==> src/rtl/pwm_decoder_pkg.sv <==
// pwm_decoder_pkg: shared types and sizing helpers for the PWM decoder.
// No ports; imported by pwm_decoder and pwm_decoder_div.
package pwm_decoder_pkg;

  typedef enum logic {
    IDLE,
    MEASURE
  } pwm_dec_state_t;

  // Clock cycles in one nominal PWM period (integer division).
  function automatic int pwm_period_cyc(
    input int sys_clk,
    input int pwm_freq
  );
    return sys_clk / pwm_freq;
  endfunction

  // Counter width able to hold the timeout count of two periods.
  function automatic int pwm_cnt_w(input int period_cyc);
    return $clog2(2 * period_cyc + 1);
  endfunction

endpackage

==> src/rtl/pwm_decoder_div.sv <==
// pwm_decoder_div: restoring MSB-first divider, one quotient bit per cycle.
// Ports: clk_in, reset_in, start, num, den -> busy, done (pulse), quotient.
module pwm_decoder_div #(
  parameter int NUM_W = 23,
  parameter int DEN_W = 14,
  parameter int BIT_W = 8
) (
  input  logic             clk_in,
  input  logic             reset_in,
  input  logic             start,
  input  logic [NUM_W-1:0] num,
  input  logic [DEN_W-1:0] den,
  output logic             busy,
  output logic             done,
  output logic [BIT_W-1:0] quotient
);

  localparam int IDX_W = (BIT_W > 1) ? $clog2(BIT_W) : 1;

  logic [NUM_W-1:0] rem;
  logic [NUM_W-1:0] den_r;
  logic [NUM_W-1:0] trial;
  logic [IDX_W-1:0] idx;
  logic             fits;

  always_comb begin
    trial = den_r << idx;
    fits  = (rem >= trial);
  end

  always_ff @(posedge clk_in) begin
    if (reset_in) begin
      busy     <= 1'b0;
      done     <= 1'b0;
      rem      <= '0;
      den_r    <= '0;
      idx      <= '0;
      quotient <= '0;
    end else begin
      done <= 1'b0;
      if (!busy) begin
        if (start) begin
          busy     <= 1'b1;
          rem      <= num;
          den_r    <= NUM_W'(den);
          idx      <= IDX_W'(BIT_W - 1);
          quotient <= '0;
        end
      end else begin
        quotient[idx] <= fits;
        if (fits) rem <= rem - trial;
        if (idx == '0) begin
          busy <= 1'b0;
          done <= 1'b1;
        end else begin
          idx <= idx - 1'b1;
        end
      end
    end
  end

endmodule

==> src/rtl/pwm_decoder.sv <==
// pwm_decoder: measures PWM high time / period and recovers the colour code.
// Ports: clk_in, reset_in, pwm_in -> colour_out, valid_out, overrun_out.
module pwm_decoder #(
  parameter int SYS_CLK_FREQ = 100_000_000,
  parameter int PWM_FREQ     = 20_480,
  parameter int BIT_W        = 8
) (
  input  logic             clk_in,
  input  logic             reset_in,
  input  logic             pwm_in,
  output logic [BIT_W-1:0] colour_out,
  output logic             valid_out,
  output logic             overrun_out
);

  import pwm_decoder_pkg::*;

  localparam int PERIOD_CYC  = pwm_period_cyc(SYS_CLK_FREQ, PWM_FREQ);
  localparam int TIMEOUT_CYC = 2 * PERIOD_CYC;
  localparam int CNT_W       = pwm_cnt_w(PERIOD_CYC);
  localparam int NUM_W       = CNT_W + BIT_W + 1;
  localparam logic [BIT_W-1:0] MAX = '1;

  logic q1, q2, q3, r_q;
  logic [CNT_W-1:0] period_cnt;
  logic [CNT_W-1:0] high_cnt;
  pwm_dec_state_t   state_q, state_d;
  logic             start, ovr, tmo;
  logic             busy, done;
  logic [NUM_W-1:0] num;
  logic [BIT_W-1:0] quotient;

  // Round to nearest: add half the period before dividing.
  assign num = NUM_W'(high_cnt) * NUM_W'(MAX)
             + NUM_W'(period_cnt >> 1);

  always_comb begin
    state_d = state_q;
    start   = 1'b0;
    ovr     = 1'b0;
    // A rise in the same cycle always beats the timeout.
    tmo = !r_q && (period_cnt == CNT_W'(TIMEOUT_CYC));
    unique case (state_q)
      IDLE: begin
        if (r_q) state_d = MEASURE;
      end
      MEASURE: begin
        if (r_q) begin
          if (busy) ovr = 1'b1;
          else      start = 1'b1;
        end else if (tmo) begin
          state_d = IDLE;
        end
      end
    endcase
  end

  always_ff @(posedge clk_in) begin
    if (reset_in) begin
      q1          <= 1'b0;
      q2          <= 1'b0;
      q3          <= 1'b0;
      r_q         <= 1'b0;
      state_q     <= IDLE;
      period_cnt  <= '0;
      high_cnt    <= '0;
      colour_out  <= '0;
      valid_out   <= 1'b0;
      overrun_out <= 1'b0;
    end else begin
      q1          <= pwm_in;
      q2          <= q1;
      q3          <= q2;
      r_q         <= q2 & ~q3;
      state_q     <= state_d;
      overrun_out <= ovr;
      valid_out   <= 1'b0;
      if (r_q || tmo) begin
        period_cnt <= CNT_W'(1);
        high_cnt   <= CNT_W'(1);
      end else begin
        period_cnt <= period_cnt + CNT_W'(1);
        if (q2) high_cnt <= high_cnt + CNT_W'(1);
      end
      // Timeout value takes priority over a quotient finishing now.
      if (tmo) begin
        colour_out <= q2 ? MAX : '0;
        valid_out  <= 1'b1;
      end else if (done) begin
        colour_out <= quotient;
        valid_out  <= 1'b1;
      end
    end
  end

  pwm_decoder_div #(
    .NUM_W(NUM_W),
    .DEN_W(CNT_W),
    .BIT_W(BIT_W)
  ) u_div (
    .clk_in  (clk_in),
    .reset_in(reset_in),
    .start   (start),
    .num     (num),
    .den     (period_cnt),
    .busy    (busy),
    .done    (done),
    .quotient(quotient)
  );

endmodule
==> config.mk <==
export PLATFORM = sky130hd
export DESIGN_NAME = pwm_decoder
export DESIGN_NICKNAME = d
export VERILOG_FILES = /design/src/rtl/pwm_decoder_pkg.sv /design/src/rtl/pwm_decoder_div.sv /design/src/rtl/pwm_decoder.sv
export SDC_FILE = /design/constraint.sdc
export NUM_CORES = 1
export LEC_CHECK = 0
export ABC_CLOCK_PERIOD_IN_PS = 5500
export CAP_MARGIN = 20
export CORE_ASPECT_RATIO = 0.6
export CORE_UTILIZATION = 53
export CTS_CLUSTER_SIZE = 28
export DETAILED_ROUTE_END_ITERATION = 10
export PLACE_DENSITY = 0.74
export SETUP_SLACK_MARGIN = 0.5
export SLEW_MARGIN = 15
export SYNTH_ARGS = -nofsm -noshare
export SYNTH_HDL_FRONTEND = slang
export SYNTH_HIERARCHICAL = 1
export SYNTH_SLANG_ARGS = --single-unit
==> constraint.sdc <==
create_clock -name clk_in -period 5.5 [get_ports clk_in]
set_input_delay 0.825 -clock clk_in [delete_from_list [all_inputs] [get_ports clk_in]]
set_output_delay 0.825 -clock clk_in [all_outputs]
set_load 0.05 [all_outputs]
# Yosys cells after proc, flatten, opt, wreduce, memory -nomap -nowiden
# Cells that the tools add are included.
# classes
add_sub_neg,5
mul,1
n_lt_le_gt_ge,3
n_eq_ne,3
n_shift,1
mux,31
bitwise,5
n_reduce_logical,14
# ops
operator,count
$mux W23,3
$mux W8,5
$add A14 B1 Y14 const B,2
$add A22 B13 Y23,1
$ge A23 B23 Y1,1
$shl A14 B3 Y23,1
$sub A23 B23 Y23,1
$mul A14 B8 Y22 const B,1
$mux W1,17
$eq A14 B14 Y1 const B,1
$mux W3,3
$bwmux W8,1
$reduce_and A2 Y1,3
$reduce_bool A2 Y1,3
$lt A3 B4 Y1 const B,1
$ne A2 B2 Y1 const B,2
$not A1 Y1,4
$reduce_or A2 Y1,2
$demux W1 S3,1
$ge A3 B1 Y1 const B,1
$logic_not A3 Y1,1
$reduce_or A3 Y1,1
$sub A3 B1 Y3 const B,1
$logic_and A1 B1 Y1,2
4 further kinds,4
# totals
regBits,93
in_bits,3
out_inout_bits,10
wordCells,81

# Depth between registers and ports, before layout
# logic_depth
ltp_word,6
mapped_depth,22
depth_no_buf,22

# Modules after synthesis
# The synthesis kept the hierarchy.
# modules_own_cells
mod,n_inst,cells_per_inst,area_each_um2,seq_area_each_um2
pwm_decoder,1,522,4877.2,860.8
pwm_decoder_div,1,450,3814.9,1001.0

# Least setup slack after synthesis
# Ideal clock, no wire load.
# synth_path
kind,flip-flop to flip-flop
startpoint,register high_cnt[3]
endpoint,register u_div.rem[15]
setup_time_ns,0.065
t_arrival_ns,4.626
t_required_ns,5.435
path_slack_ns,0.809
stages_incl_launch_ff,21
n_path_buf,0
period_less_slack_ns,4.691
path_cell_list,dfxtp_1 > inv_1 > fa_1 > fa_1 > inv_1 > fa_1 > inv_1 > fa_1 > inv_1 > ha_1 > a21oi_1 > nand2_1 > o211ai_1 > nand2b_1 > a21o_1 > a31oi_1 > xnor2_1 > nor2_1 > a21oi_1 > mux2i_1 > nor2_1
# synth_between
elab_chain_len,4
# synth_lines
element,line,source
start: declaration,pwm_decoder.sv:26,logic [CNT_W-1:0] high_cnt;
start signal: assignment,pwm_decoder.sv:83,if (q2) high_cnt <= high_cnt + CNT_W'(1);
$mul A14 B8 Y22,pwm_decoder.sv:34,assign num = NUM_W'(high_cnt) * NUM_W'(MAX)
$add A22 B13 Y23,pwm_decoder.sv:35,+ NUM_W'(period_cnt >> 1);
named net num[15],pwm_decoder.sv:30,logic [NUM_W-1:0] num;
$mux W23,pwm_decoder_div.sv:42,if (start) begin
$mux W23,pwm_decoder_div.sv:41,if (!busy) begin
end signal: assignment,pwm_decoder_div.sv:44,rem <= num;
end signal: assignment,pwm_decoder_div.sv:51,if (fits) rem <= rem - trial;
end: declaration,pwm_decoder_div.sv:20,logic [NUM_W-1:0] rem;
# The timed path passes the listed nets, and every way through them passes these cells. The select of a mux whose other input is x is not followed.
# A chain may end at the register's enable or synchronous reset.

# Final worst setup path
# Same ends and word-level chain as after synthesis.

==> key figures <==
Die
  • # IOs: 13
  • Initial Utilization: 0.554
  • Die height: approximately 100 um
  • FP Rows: 35
  • Die X: 167 um
  • Area of the die: around 17000 sq um
  • Core area: around 16000 sq um

Setup path
  • Worst EP arrival: a little over 5 ns
  • Crit path max-delay cell type: fa_1
  • CP Capture Type: register
  • Crit-path leading delay family: adder cells
  • Crit path kind: reg2reg
  • Max FO, Critical Path: 6
  • Largest stage delay, worst path: ~0.56 ns
  • Critical path cell sequence: buf_4 > fa_1 > inv_1 > fa_1 > inv_1 > fa_1 > inv_1 > fa_1 > inv_1 > ha_1 > a21oi_4 > nand2_1 > o211ai_1 > nand2b_1 > a21o_1 > a31oi_2 > xnor2_1 > nor2_1 > a21oi_1 > mux2i_1 > nor2_1
  • CP Buf/Inv Count: 5
  • CP required: between 5 and 6 ns
  • Startpoint Class: register

STA
  • Final setup vio count: 0
  • Fmax: 207 MHz
  • Final hold viol count: 0
  • Max Slew Vio Count: 0
  • Slew headroom: 0.349
  • Final Skew: a little under 0.008 ns
  • TNS Setup: 0 ns
  • Unrepaired setup endpoints after global routing: false
  • Worst-Margin Slew: slightly below 1 ns
  • Fin crit share: 0.878
  • Minimum clock period: slightly below 5 ns

Synthesis
  • Post-synth EDFFs: 0
  • Synth Register Bits: 93
  • Yosys Warn Count: 6
  • Library cells used by synthesis: 76
  • Ys async rst share: 0
  • Area of the mapped netlist: 8690 sq um
  • Syn_area_per_cell: slightly below 9 sq um
  • Ys flop type: dfxtp_1
  • Syn nets: 1129
  • Mapped Cells: 972
  • Register area share after synthesis: 0.214

Routing
  • 1st-pass router iterations: 5
  • Vias: 6639
  • Vias/cell: roughly 5.6
  • Routed Antenna Nets: 0
  • Drt drc: 0
  • WL final: 21400 um
  • Drt wl/cell: roughly 18 um
  • DRT iter0 DRCs: 551

Job
  • Max Cap Viol: 0

Power
  • Part of the power in registers: 0.452
  • Clock power share: 0.449
  • Internal power: between 1 and 1.5 mW
  • Max IR drop VDD: around 110 uV
  • Leak: between 4 and 5 nW
  • Pwr Density: 162 nW/um^2
  • Comb power frac: 0.099
  • NetSw: just over 0.4 mW
  • Sw Ratio: 0.272

GRT
  • Vias in the first global route: about 6500
  • Met1 usage: 0.407
  • Met3 Use GR: 0.109
  • GR Util met2: 0.359
  • Largest net degree at the start of global routing: 60
  • Congestion Overflow GR: 0
  • Most Used Layer, Global Route: met1
  • First-pass GRT wire length: 34900 um
  • Initial antenna violation count: 1
  • GRT Total Usage: 0.270

Clocking
  • CTS root buf: clkbuf_16
  • CTS sink cnt: 93
  • Total number of H-tree levels: 3
  • CTS tree: done
  • Clock Path Buffers: 2
  • CTS Hold Bufs: 0
  • Clk_lat worst skew: between 0.3 and 0.4 ns
  • CTS buffer count: 9
  • Clk slew on worst S/H paths: about 0.070 ns

Final layout
  • ANT cells: 0
  • Commonest non-fill, non-tap cells in the layout: inv_1 (143), nand2_1 (82), ha_1 (77)
  • Layout overhead on the synthesized area: 8.29%
  • Util after Layout: 0.600
  • Commonest non-fill, non-tap cell in the layout: inv_1
  • Layout cell share with drive strength beyond 1: 0.121
  • Nets: about 1100

Status
  • Status: completed

Placed design
  • RD Place Congestion: approximately 0.94
  • DPL Wire Length: about 17000 um
  • IO Port Bufs: 12

Worst hold path
  • Hold crit path type: reg2reg
per-layer routing:
layer,vias up,share of wire
met5,-,0.00061
met4,2,0.0089
met3,20,0.11
met2,207,0.37
met1,3169,0.51
li1,3241,-
cell type report:
type | count | area (sq um)
fillers | 1325 | 6260
clock inverters | 5 | 66.3
well taps | 203 | 254
multi-input cells | 698 | 6180
repair buffers | 26 | 220
clock buffers | 11 | 243
flip-flops and latches | 93 | 1900
inverters | 146 | 548
timing repair:
action                                  CTS  global route
pin swaps                                 0             9
resized for setup                         4            34
endpoints found under the setup margin    3             6
endpoints found under the hold margin     0             0
buffers inserted                          0             2
kinds of logic after synthesis:
| family | count (synthesis) | share of synthesized area |
|---|---|---|
| AOI/OAI and AO/OA | 187 | 0.158 |
| xor gates and xnor gates | 59 | 0.0594 |
| adders and majority gates | 154 | 0.286 |
| buffers and inverters | 181 | 0.0828 |
| DFF | 93 | 0.214 |
| muxes | 48 | 0.0615 |
| and+or+nand+nor | 250 | 0.139 |
power groups by stage:
| stage | logic [mW] | registers, mW | clock network (mW) |
|---|---|---|---|
| floorplan | 0.112 | 0.700 | 0 |
| global placement | 0.144 | 0.705 | 0 |
| detailed placement | 0.145 | 0.705 | 0 |
| CTS | 0.146 | 0.689 | 0.691 |
| global route | 0.166 | 0.688 | 0.724 |
| finish | 0.151 | 0.687 | 0.683 |
worst paths after layout:
path,cells past startpoint,to,from,slack [ns]
worst max-delay path,21,u_div/rem[15]$_SDFFE_PP0P_,high_cnt[3]$_SDFFE_PP0P_,0.67
worst min-delay path,1,r_q$_SDFF_PP0_,q3$_SDFF_PP0_,0.39
worst max register to register,21,u_div/rem[15]$_SDFFE_PP0P_,high_cnt[3]$_SDFFE_PP0P_,0.67
worst min register to register,1,r_q$_SDFF_PP0_,q3$_SDFF_PP0_,0.39
registers in the layout, summed over array words and instances (netlist names), 3 cells and up:
register and cells:
colour_out 8, u_div/idx 3, period_cnt 14, u_div/quotient 8
u_div/rem 23, u_div/den_r 14, high_cnt 14
through the flow:
| stage | cell area, sq um | power (mW) | worst slack (ns) | hold WS, ns | std cells |
|---|---|---|---|---|---|
| after floorplan | 8690 | 0.812 | 0.809 | 0.367 | 972 |
| after global placement | 8970 | 0.849 | 0.541 | 0.373 | 1163 |
| after detailed placement | 8970 | 0.850 | 0.440 | 0.383 | 1163 |
| after CTS | 9290 | 1.53 | 0.532 | 0.391 | 1179 |
| after global routing | 9410 | 1.58 | 0.438 | 0.412 | 1182 |
| final | 9410 | 1.52 | 0.671 | 0.388 | 1182 |
cell usage after synthesis, drive strengths merged, types with 5 or more instances:
cell / instances / area [sq um]
a211oi: 22 / 255
a21o: 12 / 91.3
a21oi: 79 / 418
a31oi: 5 / 31.3
and3: 9 / 56.3
buf: 17 / 104
clkbuf: 18 / 67.6
dfxtp: 93 / 1860
fa: 74 / 1480
ha: 80 / 1000
inv: 145 / 544
mux2i: 41 / 410
nand2: 82 / 308
nand2b: 9 / 63.8
nand3: 18 / 95.1
nand4: 8 / 50.1
nor2: 83 / 344
nor2b: 10 / 62.6
nor3: 8 / 45.0
o211ai: 8 / 60.1
o21ai: 23 / 119
o311ai: 6 / 60.1
or3: 8 / 50.1
xnor2: 42 / 368
xor2: 17 / 149
(Power assumes the default switching activity.)
